$ cat config.mk
export PLATFORM = sky130hd
export DESIGN_NAME = cmplx_dot_mac
export DESIGN_NICKNAME = d
export VERILOG_FILES = /design/src/rtl/cmac_pkg.sv /design/src/rtl/cmplx_mult_pipe.sv /design/src/rtl/cmplx_dot_mac.sv
export SDC_FILE = /design/constraint.sdc
export NUM_CORES = 1
export LEC_CHECK = 0
export ABC_AREA = 1
export CAP_MARGIN = 5
export CORE_ASPECT_RATIO = 1.5
export CORE_MARGIN = 3
export CORE_UTILIZATION = 43
export CTS_CLUSTER_SIZE = 14
export DETAILED_ROUTE_END_ITERATION = 12
export GPL_ROUTABILITY_DRIVEN = 1
export PLACE_DENSITY = 0.55
export RECOVER_POWER = 25
export SYNTH_ARGS = -nofsm -noshare
export SYNTH_HDL_FRONTEND = slang
export SYNTH_SLANG_ARGS = --single-unit
export TNS_END_PERCENT = 5
$ cat constraint.sdc
create_clock -name clk -period 7.3 [get_ports clk]
set_input_delay 1.46 -clock clk [delete_from_list [all_inputs] [get_ports clk]]
set_output_delay 1.46 -clock clk [all_outputs]
set_load 0.02 [all_outputs]
$ cat src/rtl/cmac_pkg.sv
// Shared types and width/saturation helpers for the complex dot-product MAC.
package cmac_pkg;

  typedef struct packed {
    logic valid;
    logic first;
    logic last;
    logic conj;
  } beat_tag_t;

  typedef enum logic [1:0] {
    PH_ACCUM,
    PH_FIRST,
    PH_LAST,
    PH_SINGLE
  } phase_e;

  function automatic int unsigned acc_width(input int unsigned data_w, input int unsigned len);
    return 2 * data_w + 1 + $clog2(len);
  endfunction

  function automatic int unsigned cnt_width(input int unsigned len);
    return (len > 1) ? $clog2(len) : 1;
  endfunction

  // Clip a sign-extended accumulator value into an out_w-bit signed range.
  function automatic logic signed [63:0] saturate(input  logic signed [63:0] value,
                                                  input  int unsigned        out_w,
                                                  output logic               clipped);
    logic signed [63:0] hi;
    logic signed [63:0] lo;
    hi = (64'sd1 <<< (out_w - 1)) - 64'sd1;
    lo = -(64'sd1 <<< (out_w - 1));
    clipped = (value > hi) || (value < lo);
    if (value > hi) return hi;
    if (value < lo) return lo;
    return value;
  endfunction

endpackage

$ cat src/rtl/cmplx_mult_pipe.sv
// Two-stage complex multiplier: partial products, then re/im combine with optional conj(b).
module cmplx_mult_pipe
  import cmac_pkg::*;
#(
  parameter int unsigned DATA_W = 8
) (
  input  logic                     clk,
  input  logic                     rst_n,
  input  logic                     en,
  input  beat_tag_t                in_tag,
  input  logic signed [DATA_W-1:0] a_real,
  input  logic signed [DATA_W-1:0] a_imag,
  input  logic signed [DATA_W-1:0] b_real,
  input  logic signed [DATA_W-1:0] b_imag,
  output logic                     out_valid,
  output logic                     out_first,
  output logic                     out_last,
  output logic signed [2*DATA_W:0] out_re,
  output logic signed [2*DATA_W:0] out_im
);

  localparam int unsigned PROD_W = 2 * DATA_W;
  localparam int unsigned SUM_W  = PROD_W + 1;

  beat_tag_t                s1_tag;
  logic signed [PROD_W-1:0] p_rr, p_ii, p_ri, p_ir;
  logic signed [SUM_W-1:0]  x_rr, x_ii, x_ri, x_ir, re_c, im_c;

  always_ff @(posedge clk or negedge rst_n) begin
    if (!rst_n) begin
      s1_tag <= '0;
      p_rr   <= '0;
      p_ii   <= '0;
      p_ri   <= '0;
      p_ir   <= '0;
    end else if (en) begin
      s1_tag <= in_tag;
      p_rr   <= PROD_W'(a_real) * PROD_W'(b_real);
      p_ii   <= PROD_W'(a_imag) * PROD_W'(b_imag);
      p_ri   <= PROD_W'(a_real) * PROD_W'(b_imag);
      p_ir   <= PROD_W'(a_imag) * PROD_W'(b_real);
    end
  end

  always_comb begin
    x_rr = SUM_W'(p_rr);
    x_ii = SUM_W'(p_ii);
    x_ri = SUM_W'(p_ri);
    x_ir = SUM_W'(p_ir);
    if (s1_tag.conj) begin
      re_c = x_rr + x_ii;
      im_c = x_ir - x_ri;
    end else begin
      re_c = x_rr - x_ii;
      im_c = x_ri + x_ir;
    end
  end

  always_ff @(posedge clk or negedge rst_n) begin
    if (!rst_n) begin
      out_valid <= 1'b0;
      out_first <= 1'b0;
      out_last  <= 1'b0;
      out_re    <= '0;
      out_im    <= '0;
    end else if (en) begin
      out_valid <= s1_tag.valid;
      out_first <= s1_tag.first;
      out_last  <= s1_tag.last;
      out_re    <= re_c;
      out_im    <= im_c;
    end
  end

endmodule

$ cat src/rtl/cmplx_dot_mac.sv
// Streaming complex dot-product MAC: accumulates LEN products a*b (or a*conj(b)) per result.
// Define CMAC_SATURATE_EN to clip results to OUT_W and flag out_ovf; otherwise results wrap.
module cmplx_dot_mac
  import cmac_pkg::*;
#(
  parameter int unsigned DATA_W = 8,
  parameter int unsigned LEN    = 4,
  parameter int unsigned OUT_W  = 16
) (
  input  logic              clk,
  input  logic              rst_n,
  input  logic              in_valid,
  output logic              in_ready,
  input  logic [DATA_W-1:0] a_real,
  input  logic [DATA_W-1:0] a_imag,
  input  logic [DATA_W-1:0] b_real,
  input  logic [DATA_W-1:0] b_imag,
  input  logic              conj_b,
  output logic              out_valid,
  input  logic              out_ready,
  output logic [OUT_W-1:0]  result_real,
  output logic [OUT_W-1:0]  result_imag,
  output logic              out_ovf
);

  localparam int unsigned ACC_W = acc_width(DATA_W, LEN);
  localparam int unsigned CNT_W = cnt_width(LEN);
  localparam int unsigned SUM_W = 2 * DATA_W + 1;

  logic                    adv;
  beat_tag_t               in_tag;
  logic [CNT_W-1:0]        cnt;
  logic                    conj_hold;
  logic                    s2_valid, s2_first, s2_last;
  logic signed [SUM_W-1:0] s2_re, s2_im;
  logic signed [ACC_W-1:0] acc_re, acc_im, nxt_re, nxt_im;
  logic [OUT_W-1:0]        conv_re, conv_im;
  logic                    conv_ovf;
  phase_e                  phase;

  assign adv      = !out_valid || out_ready;
  assign in_ready = adv;

  // Beat position and conj mode are fixed at the input so each beat carries its own tags.
  always_comb begin
    in_tag       = '0;
    in_tag.valid = in_valid;
    in_tag.first = (cnt == '0);
    in_tag.last  = (cnt == CNT_W'(LEN - 1));
    in_tag.conj  = in_tag.first ? conj_b : conj_hold;
  end

  always_ff @(posedge clk or negedge rst_n) begin
    if (!rst_n) begin
      cnt       <= '0;
      conj_hold <= 1'b0;
    end else if (in_valid && adv) begin
      cnt <= in_tag.last ? '0 : cnt + CNT_W'(1);
      if (in_tag.first) conj_hold <= conj_b;
    end
  end

  cmplx_mult_pipe #(.DATA_W(DATA_W)) u_mult (
    .clk      (clk),
    .rst_n    (rst_n),
    .en       (adv),
    .in_tag   (in_tag),
    .a_real   (a_real),
    .a_imag   (a_imag),
    .b_real   (b_real),
    .b_imag   (b_imag),
    .out_valid(s2_valid),
    .out_first(s2_first),
    .out_last (s2_last),
    .out_re   (s2_re),
    .out_im   (s2_im)
  );

  always_comb begin
    unique case ({s2_first, s2_last})
      2'b11:   phase = PH_SINGLE;
      2'b10:   phase = PH_FIRST;
      2'b01:   phase = PH_LAST;
      default: phase = PH_ACCUM;
    endcase
    nxt_re = acc_re;
    nxt_im = acc_im;
    if (s2_valid) begin
      if (phase == PH_FIRST || phase == PH_SINGLE) begin
        nxt_re = ACC_W'(s2_re);
        nxt_im = ACC_W'(s2_im);
      end else begin
        nxt_re = acc_re + ACC_W'(s2_re);
        nxt_im = acc_im + ACC_W'(s2_im);
      end
    end
  end

`ifdef CMAC_SATURATE_EN
  logic               clip_re, clip_im;
  logic signed [63:0] sat_re, sat_im;

  always_comb begin
    sat_re   = saturate(64'(nxt_re), OUT_W, clip_re);
    sat_im   = saturate(64'(nxt_im), OUT_W, clip_im);
    conv_re  = OUT_W'(sat_re);
    conv_im  = OUT_W'(sat_im);
    conv_ovf = clip_re || clip_im;
  end
`else
  always_comb begin
    conv_re  = OUT_W'(nxt_re);
    conv_im  = OUT_W'(nxt_im);
    conv_ovf = 1'b0;
  end
`endif

  always_ff @(posedge clk or negedge rst_n) begin
    if (!rst_n) begin
      acc_re      <= '0;
      acc_im      <= '0;
      out_valid   <= 1'b0;
      result_real <= '0;
      result_imag <= '0;
      out_ovf     <= 1'b0;
    end else if (adv) begin
      acc_re <= nxt_re;
      acc_im <= nxt_im;
      if (s2_valid && (phase == PH_LAST || phase == PH_SINGLE)) begin
        out_valid   <= 1'b1;
        result_real <= conv_re;
        result_imag <= conv_im;
        out_ovf     <= conv_ovf;
      end else begin
        out_valid <= 1'b0;
      end
    end
  end

endmodule

==> summary by stage <==
Synth
Of the synthesized area, sequential elements account for 0.199. The leading area contributor after synthesis is sky130_fd_sc_hd__fa_1. The number of nets handed over by synthesis was 3,376. The combinational family with the most area after synthesis is adder cells. The most used flip-flop cell after synthesis is sky130_fd_sc_hd__dfrtp_1. The synthesized netlist cell count is 2,935. The simple-gate portion of the synthesized area is 0.220. Of the total synthesized cell area, the portion taken by full adders, half adders and majority gates is 0.314. In this run, distinct cell masters in the synthesized netlist total 47. Of the total synthesized cell area, the portion taken by XOR and XNOR cells is 0.0378.

For this run, asynchronously set or reset flops after synthesis account for 1.00. The area of the mapped netlist is 0.0215 mm^2. Of the post-synthesis cell area, the part taken by muxes is 0.

Sorting the synthesized cells by area gives the leading types as sky130_fd_sc_hd__fa_1 (21%), sky130_fd_sc_hd__dfrtp_1 (20%), sky130_fd_sc_hd__nand2_1 (14%). Yosys mapped a number of flops with a built-in enable equal to 0. In this run the mean area of a mapped cell was 7.31 um^2.

The share of synthesized area in the top cell type comes to 0.209. The compound-gate portion of the synthesized area is 0.0832. During synthesis, Yosys emitted a total of 0 warnings. The number of storage elements in the synthesis netlist is 171.

GRT
Entering global routing, the biggest net connects 73 pins. The final global-route overflow total is 0. The total global routing track utilization is 0.211. The via count of the first global-routing pass is 18,200. The first global-routing pass estimated 90,700 um of wire. The initial antenna violation count was 0.

Worst setup path
At the worst endpoint, the required time is 7690 ps. The worst register-to-register path begins at u_mult.s1_tag[0]$_DFFE_PN0N_. In this run the critical register-to-register path is captured at u_mult.out_re[6]$_DFFE_PN0N_. Along the worst path, the maximum fanout reaches 16. The class of the most critical setup path is in -> reg. STA classifies the critical path startpoint as a primary input. STA classifies the critical path endpoint as a flip-flop. The setup check on the worst reg-to-reg path leaves a slack of 4210 ps.

The number of cells traversed by the worst register-to-register path is 11. At the worst endpoint, the arrival time is 6520 ps.

Pwr
The fraction of power consumed by the clock network is 0.092. Of the total power, the share spent switching nets is 0.536. For this design the ratio of total power to cell area is 478 mW/mm^2. The share of total power dissipated in combinational logic is 0.739. Of the total power, registers draw 0.170. The peak supply drop is 0.206 mV.

The leakage dissipation is 13.2 nW. Cell internal power was estimated by the tool at 5.14 mW. The power dissipated by switching net loads is 5.94 mW.

Clocking
The TritonCTS clock tree is yes. Buffers inserted to repair hold after CTS numbered 0. The number of buffers inserted by post-CTS setup repair is 0. The clock sink count is 171.

The clock network latency to the later pin of the worst-skew pair is 450 ps. The H-tree was split into 4 levels. The clock-pin slew reported for the worst setup and hold paths after clock tree synthesis is 70 ps. Buffers inserted during clock tree synthesis total 17. The clock root buffer is sky130_fd_sc_hd__clkbuf_16. Once the clock tree was built, the resizer swapped 0 gates to a different size. In this run the deepest clock path goes through 2 buffers.

Drt
After the first detailed-routing iteration, the DRC count stood at 828. After detailed routing, no signal wire sits above met4. The routed length per placed instance is 14.8 um. The number of nets with antenna violations after detailed routing is 0. The met3 routed wirelength is 1390 um. The wire length on met2 is 27,100 um.

Using the TritonRoute via totals, the vias-per-cell ratio works out to 4.86. The via count of the routed design is 17,500. The detailed router put a total of 22,900 um of wire on met1. The post-route DRC violation count is 0. The aggregate routed wire length is 53,200 um. The detailed-router iteration count before antenna repair is 5.

Finish
The post-route non-filler standard cell count is 3,599. The number of diodes added for antenna fixing is 0. Of the cells placed in the final design, the portion with a size suffix greater than 1 is 0.0374. Relative to the synthesized area, the layout overhead comes to 8.08%.

The post-layout instance area is 0.0232 mm^2. After the last flow step, the layout net total stands at 3,371.

Placement
The estimated wirelength of the detail-placed design is 41,400 um. The instance count after placement with tap cells included is 3,567. The port buffer count is 70. The worst slack at placement is 739 ps.

The cell area after placement is 0.0226 mm^2. Routability-driven placement finished with a final weighted congestion of 0.873.

Timing
The timing-limited maximum frequency is 163 MHz. Across all setup checks in the final design, the least slack found is 1170 ps. The count of final hold-check violations is 0.

Setup repair after global routing left no endpoint under its margin. The worst-case clock skew is 14.0 ps. The number of max-slew violations in the final report is 71.

The shortest period the worst path allows is 6130 ps. The setup violation total in the final timing report is 0. Headroom to the max-slew limit came out at -1.67.

The post-route clock period utilization is 0.839. The transition time at the pin with the least slew margin is 4000 ps. The sum of negative setup slack is 0 ps.

Floorplan
The number of primary I/O pins is 72. The area of the die is 0.0527 mm^2. The number of cell rows is 99. The floorplan die height is 280 um.

The floorplan die width is 188 um. The starting density of the core is 0.437. The total core area is 0.0491 mm^2.

Min path
The path with the worst hold slack has its endpoint at result_real[9]$_DFFE_PN0P_. The startpoint of the worst hold path is result_real[9]$_DFFE_PN0P_. The worst hold-check path type is reg -> reg.

The number of cells on the worst hold path is 2.

Job
The total of max-cap violations is 1.

Outcome
The checks that failed: max-capacitance violations, max-slew violations. The flow ran to the end, but the final reports show violations.
[synthesized netlist by cell type, types with 4 or more instances]
cell type and instances:
sky130_fd_sc_hd__a21oi_1 100, sky130_fd_sc_hd__a21oi_2 5, sky130_fd_sc_hd__a31oi_1 25, sky130_fd_sc_hd__buf_2 23, sky130_fd_sc_hd__buf_6 4, sky130_fd_sc_hd__clkbuf_1 76, sky130_fd_sc_hd__clkbuf_8 4, sky130_fd_sc_hd__dfrtp_1 171
sky130_fd_sc_hd__fa_1 224, sky130_fd_sc_hd__ha_1 180, sky130_fd_sc_hd__inv_1 679, sky130_fd_sc_hd__inv_2 10, sky130_fd_sc_hd__nand2_1 817, sky130_fd_sc_hd__nand2_2 6, sky130_fd_sc_hd__nand3_1 126, sky130_fd_sc_hd__nand3_2 11
sky130_fd_sc_hd__nand4_1 13, sky130_fd_sc_hd__nor2_1 119, sky130_fd_sc_hd__nor2_2 5, sky130_fd_sc_hd__nor3_1 23, sky130_fd_sc_hd__o21ai_0 136, sky130_fd_sc_hd__o21ai_1 25, sky130_fd_sc_hd__o21ai_2 4, sky130_fd_sc_hd__o21bai_1 8
sky130_fd_sc_hd__o31ai_1 7, sky130_fd_sc_hd__or2_2 6, sky130_fd_sc_hd__xnor2_1 34, sky130_fd_sc_hd__xor2_1 55
[layout make-up]
class	count	area, um^2
Fill cell	5007	25900
Clock buffer	17	425
Timing Repair Buffer	87	820
Sequential cell	171	4280
Multi-Input combinational cell	1964	14000
Inverter	689	2590
Clock inverter	15	209
Tap cell	656	821
[layer usage]
metal / global-route usage / up-vias
li1: - / 8811
met5: 0 / -
met3: 0.0173 / 70
met4: 0.0785 / 0
met1: 0.260 / 8371
met2: 0.386 / 254
[worst max-delay path: stages]
cell and delay (ps):
sky130_fd_sc_hd__clkdlybuf4s50_1 1120, sky130_fd_sc_hd__nand2_1 290, sky130_fd_sc_hd__fa_1 780, sky130_fd_sc_hd__inv_1 100, sky130_fd_sc_hd__fa_1 510, sky130_fd_sc_hd__inv_1 50
sky130_fd_sc_hd__fa_1 500, sky130_fd_sc_hd__inv_1 50, sky130_fd_sc_hd__fa_1 450, sky130_fd_sc_hd__ha_1 350, sky130_fd_sc_hd__inv_1 70, sky130_fd_sc_hd__nor3_1 260
sky130_fd_sc_hd__nand3_1 110, sky130_fd_sc_hd__nand4_1 120, sky130_fd_sc_hd__xor2_1 150, sky130_fd_sc_hd__nand2_1 70, sky130_fd_sc_hd__nand2_1 80
[how the worst max path moves through the flow]
stage / startpoint / to / slack, ps / cells past startpoint
4_1_cts: b_real[2] / u_mult.p_ir[15]$_DFFE_PN0N_ / 1210 / 17
2_1_floorplan: b_imag[3] / u_mult.p_ii[14]$_DFFE_PN0N_ / 1800 / 20
5_1_grt: b_real[2] / u_mult.p_rr[15]$_DFFE_PN0N_ / 910 / 16
3_3_place_gp: a_real[7] / u_mult.p_ri[15]$_DFFE_PN0N_ / 860 / 17
3_5_place_dp: b_real[2] / u_mult.p_ir[15]$_DFFE_PN0N_ / 740 / 17
6_report: b_real[2] / u_mult.p_ir[15]$_DFFE_PN0N_ / 1170 / 17
[power by group through the flow]
stage	clock, mW	combinational [mW]	sequential [mW]
after floorplan	0	6.27	1.86
after global placement	0	8.12	1.88
after detailed placement	0	8.23	1.89
after CTS	1.04	8.27	1.88
after global routing	1.08	9.49	1.95
final	1.02	8.18	1.88
[per-stage QoR]
step                      utilization  total power, mW  hold WS, ps
final                           0.473             11.1          478
after global routing            0.473             12.5          504
after CTS                       0.473             11.2          483
after detailed placement        0.460             10.1          464
after global placement          0.460             10.0          461
after floorplan                     -             8.13          449
[layout by cell type, fill, tap and decap left out, types with 16 or more instances in the layout]
master,instances
sky130_fd_sc_hd__inv_1,679
sky130_fd_sc_hd__xor2_1,55
sky130_fd_sc_hd__xnor2_1,34
sky130_fd_sc_hd__clkdlybuf4s50_1,69
sky130_fd_sc_hd__dfrtp_1,171
sky130_fd_sc_hd__nor3_1,23
sky130_fd_sc_hd__nand3_1,126
sky130_fd_sc_hd__o21ai_1,25
sky130_fd_sc_hd__o21ai_0,136
sky130_fd_sc_hd__nor2_1,119
sky130_fd_sc_hd__a21oi_1,100
sky130_fd_sc_hd__fa_1,224
sky130_fd_sc_hd__a31oi_1,25
sky130_fd_sc_hd__nand2_1,817
sky130_fd_sc_hd__buf_4,16
sky130_fd_sc_hd__ha_1,180
sky130_fd_sc_hd__clkbuf_16,17
[cell families after synthesis]
group,count (synthesis)
simple gates,1142
compound gates,326
buf+inv,800
other cells,1
fa+ha+maj,404
xor+xnor,91
flops,171
No activity file was read; power rests on OpenSTA's default activity.
